`src/rtl/alu_pipe.sv`:
```
// Registered ALU with valid/ready handshakes on both sides and an iterative shift-add multiply.
// Single-cycle ops land in HOLD one edge after accept; MUL spends WIDTH cycles in MUL_BUSY.
module alu_pipe #(
  parameter int unsigned WIDTH = 32,
  parameter int unsigned CNT_W = 6
) (
  input  logic             clk,
  input  logic             reset,
  input  logic             in_valid,
  output logic             in_ready,
  input  logic [3:0]       control,
  input  logic [WIDTH-1:0] a,
  input  logic [WIDTH-1:0] b,
  output logic             out_valid,
  input  logic             out_ready,
  output logic [WIDTH-1:0] result,
  output logic             zero,
  output logic             carryout,
  output logic             overflow
);

  localparam int unsigned Msb = WIDTH - 1;

  localparam logic [3:0] OpAdd  = 4'd0;
  localparam logic [3:0] OpSub  = 4'd1;
  localparam logic [3:0] OpXor  = 4'd2;
  localparam logic [3:0] OpSlt  = 4'd3;
  localparam logic [3:0] OpAnd  = 4'd4;
  localparam logic [3:0] OpNand = 4'd5;
  localparam logic [3:0] OpNor  = 4'd6;
  localparam logic [3:0] OpOr   = 4'd7;
  localparam logic [3:0] OpMul  = 4'd8;

  typedef enum logic [1:0] {StIdle, StMulBusy, StHold} state_e;

  state_e               state_q;
  logic [CNT_W-1:0]     cnt_q;
  logic [2*WIDTH-1:0]   prod_q;
  logic [WIDTH-1:0]     mcand_q;
  logic [WIDTH-1:0]     result_q;
  logic                 zero_q;
  logic                 carry_q;
  logic                 ovf_q;

  logic [WIDTH:0]       add_sum;
  logic [WIDTH:0]       sub_sum;
  logic                 ovf_sub;
  logic                 slt_bit;
  logic [WIDTH-1:0]     alu_res;
  logic                 alu_c;
  logic                 alu_v;
  logic [WIDTH:0]       mul_sum;
  logic [2*WIDTH-1:0]   prod_step;
  logic                 accept;

  assign in_ready  = (state_q == StIdle) | ((state_q == StHold) & out_ready);
  assign out_valid = (state_q == StHold);
  assign accept    = in_valid & in_ready;
  assign result    = result_q;
  assign zero      = zero_q;
  assign carryout  = carry_q;
  assign overflow  = ovf_q;

  assign add_sum = {1'b0, a} + {1'b0, b};
  assign sub_sum = {1'b0, a} + {1'b0, ~b} + {{WIDTH{1'b0}}, 1'b1};
  assign ovf_sub = (a[Msb] != b[Msb]) & (sub_sum[Msb] != a[Msb]);
  assign slt_bit = sub_sum[Msb] ^ ovf_sub;

  always_comb begin
    alu_res = '0;
    alu_c   = 1'b0;
    alu_v   = 1'b0;
    case (control)
      OpAdd: begin
        {alu_c, alu_res} = add_sum;
        alu_v = (a[Msb] == b[Msb]) & (add_sum[Msb] != a[Msb]);
      end
      OpSub: begin
        {alu_c, alu_res} = sub_sum;
        alu_v = ovf_sub;
      end
      OpXor:  alu_res = a ^ b;
      OpSlt:  alu_res = {{(WIDTH-1){1'b0}}, slt_bit};
      OpAnd:  alu_res = a & b;
      OpNand: alu_res = ~(a & b);
      OpNor:  alu_res = ~(a | b);
      OpOr:   alu_res = a | b;
      default: ;
    endcase
  end

  // Upper half accumulates; lower half starts as the multiplier and shifts out LSB-first.
  assign mul_sum   = {1'b0, prod_q[2*WIDTH-1:WIDTH]} + (prod_q[0] ? {1'b0, mcand_q} : '0);
  assign prod_step = {mul_sum, prod_q[WIDTH-1:1]};

  always_ff @(posedge clk or posedge reset) begin
    if (reset) begin
      state_q  <= StIdle;
      cnt_q    <= '0;
      prod_q   <= '0;
      mcand_q  <= '0;
      result_q <= '0;
      zero_q   <= 1'b0;
      carry_q  <= 1'b0;
      ovf_q    <= 1'b0;
    end else if (accept) begin
      if (control == OpMul) begin
        state_q <= StMulBusy;
        cnt_q   <= '0;
        prod_q  <= {{WIDTH{1'b0}}, b};
        mcand_q <= a;
      end else begin
        state_q  <= StHold;
        result_q <= alu_res;
        zero_q   <= (alu_res == '0);
        carry_q  <= alu_c;
        ovf_q    <= alu_v;
      end
    end else begin
      case (state_q)
        StMulBusy: begin
          prod_q <= prod_step;
          cnt_q  <= cnt_q + 1'b1;
          if (cnt_q == CNT_W'(WIDTH - 1)) begin
            state_q  <= StHold;
            result_q <= prod_step[WIDTH-1:0];
            zero_q   <= (prod_step[WIDTH-1:0] == '0);
            carry_q  <= 1'b0;
            ovf_q    <= |prod_step[2*WIDTH-1:WIDTH];
          end
        end
        StHold: begin
          if (out_ready) state_q <= StIdle;
        end
        default: ;
      endcase
    end
  end

endmodule

```
`config.mk`:
```
export PLATFORM = sky130hd
export DESIGN_NAME = alu_pipe
export DESIGN_NICKNAME = d
export VERILOG_FILES = /design/src/rtl/alu_pipe.sv
export SDC_FILE = /design/constraint.sdc
export NUM_CORES = 1
export LEC_CHECK = 0
export CORE_MARGIN = 4
export CORE_UTILIZATION = 58
export DETAILED_ROUTE_END_ITERATION = 12
export GPL_ROUTABILITY_DRIVEN = 0
export GPL_TIMING_DRIVEN = 0
export PLACE_DENSITY = 0.79
export SLEW_MARGIN = 10
export SYNTH_ARGS = -nofsm -noshare
export SYNTH_HDL_FRONTEND = slang
export SYNTH_SLANG_ARGS = --single-unit
export TNS_END_PERCENT = 10
```
`constraint.sdc`:
```
create_clock -name clk -period 5.3 [get_ports clk]
set_input_delay 1.06 -clock clk [delete_from_list [all_inputs] [get_ports clk]]
set_output_delay 1.06 -clock clk [all_outputs]
set_load 0.005 [all_outputs]
```
==> results.md <==
- Critical-path maximum fanout: 4
- DRT Pass-1 Iters: 7
- Avg Cell Area, Syn: 8.08 um^2
- WHS: 0.471 ns
- Yosys warning count: 0
- Most frequent cells after synthesis: nand2_1, o21ai_0, ha_1
- Worst vdd ir: 212 uV
- CTS Buffer Depth: 2
- Cell Area, Synth: 0.0140 mm^2
- CTS tree: yes
- Largest net degree at the start of global routing: 92
- Worst-Skew Late Latency: 0.43 ns
- Core area: 0.0236 mm^2
- Worst Path Buf+Inv: 3
- Reg clk slew, reported paths: 0.06 ns
- Worst Setup Start Kind: input pin
- Most common cell in the netlist: nand2_1
- Die area: 0.0266 mm^2
- Post-Synth Adder-Cell Area: 13.4%
- Mapped Cells: 1,729
- Max Fclk: 192 MHz
- Slew Limit Fails: 0
- Via count: 14,500
- Synth cell types: 101
- Synth Register Bits: 139
- Worst-path cell with the longest stage delay: clkdlybuf4s50_1
- Status: finished, final reports clean
- Clk sinks: 139
- Final Hold Viols: 0
- Global route overflow: 0
- Number of core rows: 56
- Largest delay contributor family on the critical path: compound AO/OA/AOI/OAI gates
- Top FF cell, synth: dfrtp_1
- Routed WL: 48,800 um
- Vias in the first global route: 13,800
- Slowest Stage Delay on Critical Path: 0.63 ns
- Simple-gate share of the synthesized area: 18.7%
- Cell repeated most along the worst path: nand4_1
- Synth area leaders: dfrtp_1, ha_1, o21ai_0
- Critical Path AT: 5.56 ns
- Slew HR: 19.0%
- Via/cell ratio: 6.64
- Antenna violations before repair: 1
- Inserted Diodes: 0
- Period utilisation layout: 98.2%
- Post-synth top area cell: dfrtp_1
- Syn-to-layout area delta: 16.1%
- Crit end category: flop
- Count of buffers from port buffering: 106
- Layout cells sized above 1: 7.65%
- CP Class: in2reg
- Hold Buf Count CTS: 0
- Final ANT Viol Nets: 0
- DP HPWL: 38,000 um
- First-pass GRT wire length: 74,700 um
- Ports: 109
- DRT iter0 DRCs: 2,057
- DRC Markers: 0
- Synth async-reset ratio: 100%
- Synth Area in Compound Gates: 27.1%
- Power, Total: 3.23 mW
- Finish-stage setup viols: 0
- Skew final: 0.0117 ns
- Synth top area share: 24.9%
- Critical Path RT: 5.66 ns
- EDFF count, synth: 0
- Chip height: 163 um
- Largest family of logic cells by synthesized area: compound AO/OA/AOI/OAI gates
- Syn nets: 1,948
- Total CTS buffers: 17
- Worst-margin pin slew: 1.21 ns
- Crit-path cells: clkdlybuf4s50_1 > inv_1 > ha_4 > inv_2 > a21oi_1 > o31a_1 > a41o_4 > o31ai_4 > a221oi_2 > nor2_1 > nor2_1 > o21bai_1 > fa_2 > a31oi_1 > a22oi_2 > nand2_1 > nor4_2 > nand4_1 > nor3_2 > nand4_1 > nor3_2 > nand4_1 > o21ai_1
- Mux contribution to synthesized area: 5.24%
- Pwr dens: 199 mW/mm^2
- Pleak: 7.36 nW
- Post-Synth XOR/XNOR Area: 4.45%
- Final net count: 2,076
- Chip width: 163 um
- Starting Density: 59.2%
- Min Tclk post-route: 5.21 ns
- Global Route Usage Sum: 35.7%
- WL/cell: 22.3 um
- MaxCap Viol Count: 0
- Worst min path class: reg2reg
- Seq/Total Area, Yosys: 24.9%
- # H-tree levels: 4
- CTS root buf: clkbuf_16
[layout make-up]
cell class,instances,area (um^2)
Fill cell,2008,7380
Multi-Input combinational cell,1380,9740
Sequential cell,139,3480
Inverter,109,414
Timing Repair Buffer,110,1160
Tap cell,319,399
Buffer,100,460
Clock buffer,19,443
Clock inverter,13,130
[placed cells by master, fill, tap and decap left out, drive strengths merged, types with 50 or more instances in the layout]
cell	count
nor2	87
nand3	50
clkdlybuf4s50	83
a21oi	115
o21ai	163
inv	116
mux2i	72
ha	143
nand2	189
dfrtp	139
xnor2	58
clkbuf	76
[final timing paths]
path	from	endpoint	slack, ns	cells after the start
worst max-delay path	b[10]	zero	0.09	23
worst min-delay path	mcand_q[1]	mcand_q[1]	0.47	2
worst max register to register	prod_q[0]	overflow	1.04	14
worst min register to register	mcand_q[1]	mcand_q[1]	0.47	2
max in group asynchronous	reset	mcand_q[25]	3.43	3
min in group asynchronous	reset	prod_q[8]	1.05	2
[flip-flops by register name, summed over array words and instances (netlist names)]
name,cells
mcand_q,32
state_q,2
carryout,1
prod_q,64
overflow,1
result,32
zero,1
cnt_q,6
[layer usage]
metal  wire length, um  track usage, %  vias up
met4              2850            17.6        2
met1             18100            44.3     6790
met2             22200            58.4      994
li1                  -               -     6514
met5                13               0        -
met3              5720            8.38      235
[power breakdown]
part / leakage, nW / switching, mW / internal (mW)
logic: 5.35 / 0.575 / 0.373
registers: 1.73 / 0.0238 / 1.09
clock network: 0.280 / 0.504 / 0.670
total: 7.36 / 1.10 / 2.13
[worst min-delay path, delay by kind of cell (launching register included)]
kind | cells | cell delay, ns
flops | 1 | 0.33
compound gates | 1 | 0.06
simple gates | 1 | 0.05
[per-stage QoR]
| stage | instance area, um^2 | setup TNS [ns] | setup slack [ns] | std cells | utilization (%) |
|---|---|---|---|---|---|
| 2_1_floorplan | 14000 | 0 | 0.515 | 1729 | - |
| 3_3_place_gp | 15400 | -193.66 | -1.40 | 2154 | 65.4 |
| 3_5_place_dp | 15500 | -1.15 | -0.797 | 2155 | 65.5 |
| 4_1_cts | 16100 | 0 | 0.0182 | 2188 | 68.0 |
| 5_1_grt | 16200 | -0.0115 | -0.0115 | 2189 | 68.7 |
| 6_report | 16200 | 0 | 0.0934 | 2189 | 68.7 |
[what timing repair did]
item                                    4_1_cts  5_1_grt
pin swaps                                     2        8
endpoints found under the setup margin        1        2
resized for setup                             4       47
setup buffers                                 1        2
gates cloned                                  0        0
[logic make-up after synthesis]
logic type / after synthesis
xor gates and xnor gates: 71
buffers and inverters: 210
and+or+nand+nor: 533
adders and majority gates: 147
DFF: 139
muxes: 73
AOI/OAI and AO/OA: 556
(Power assumes the default switching activity.)
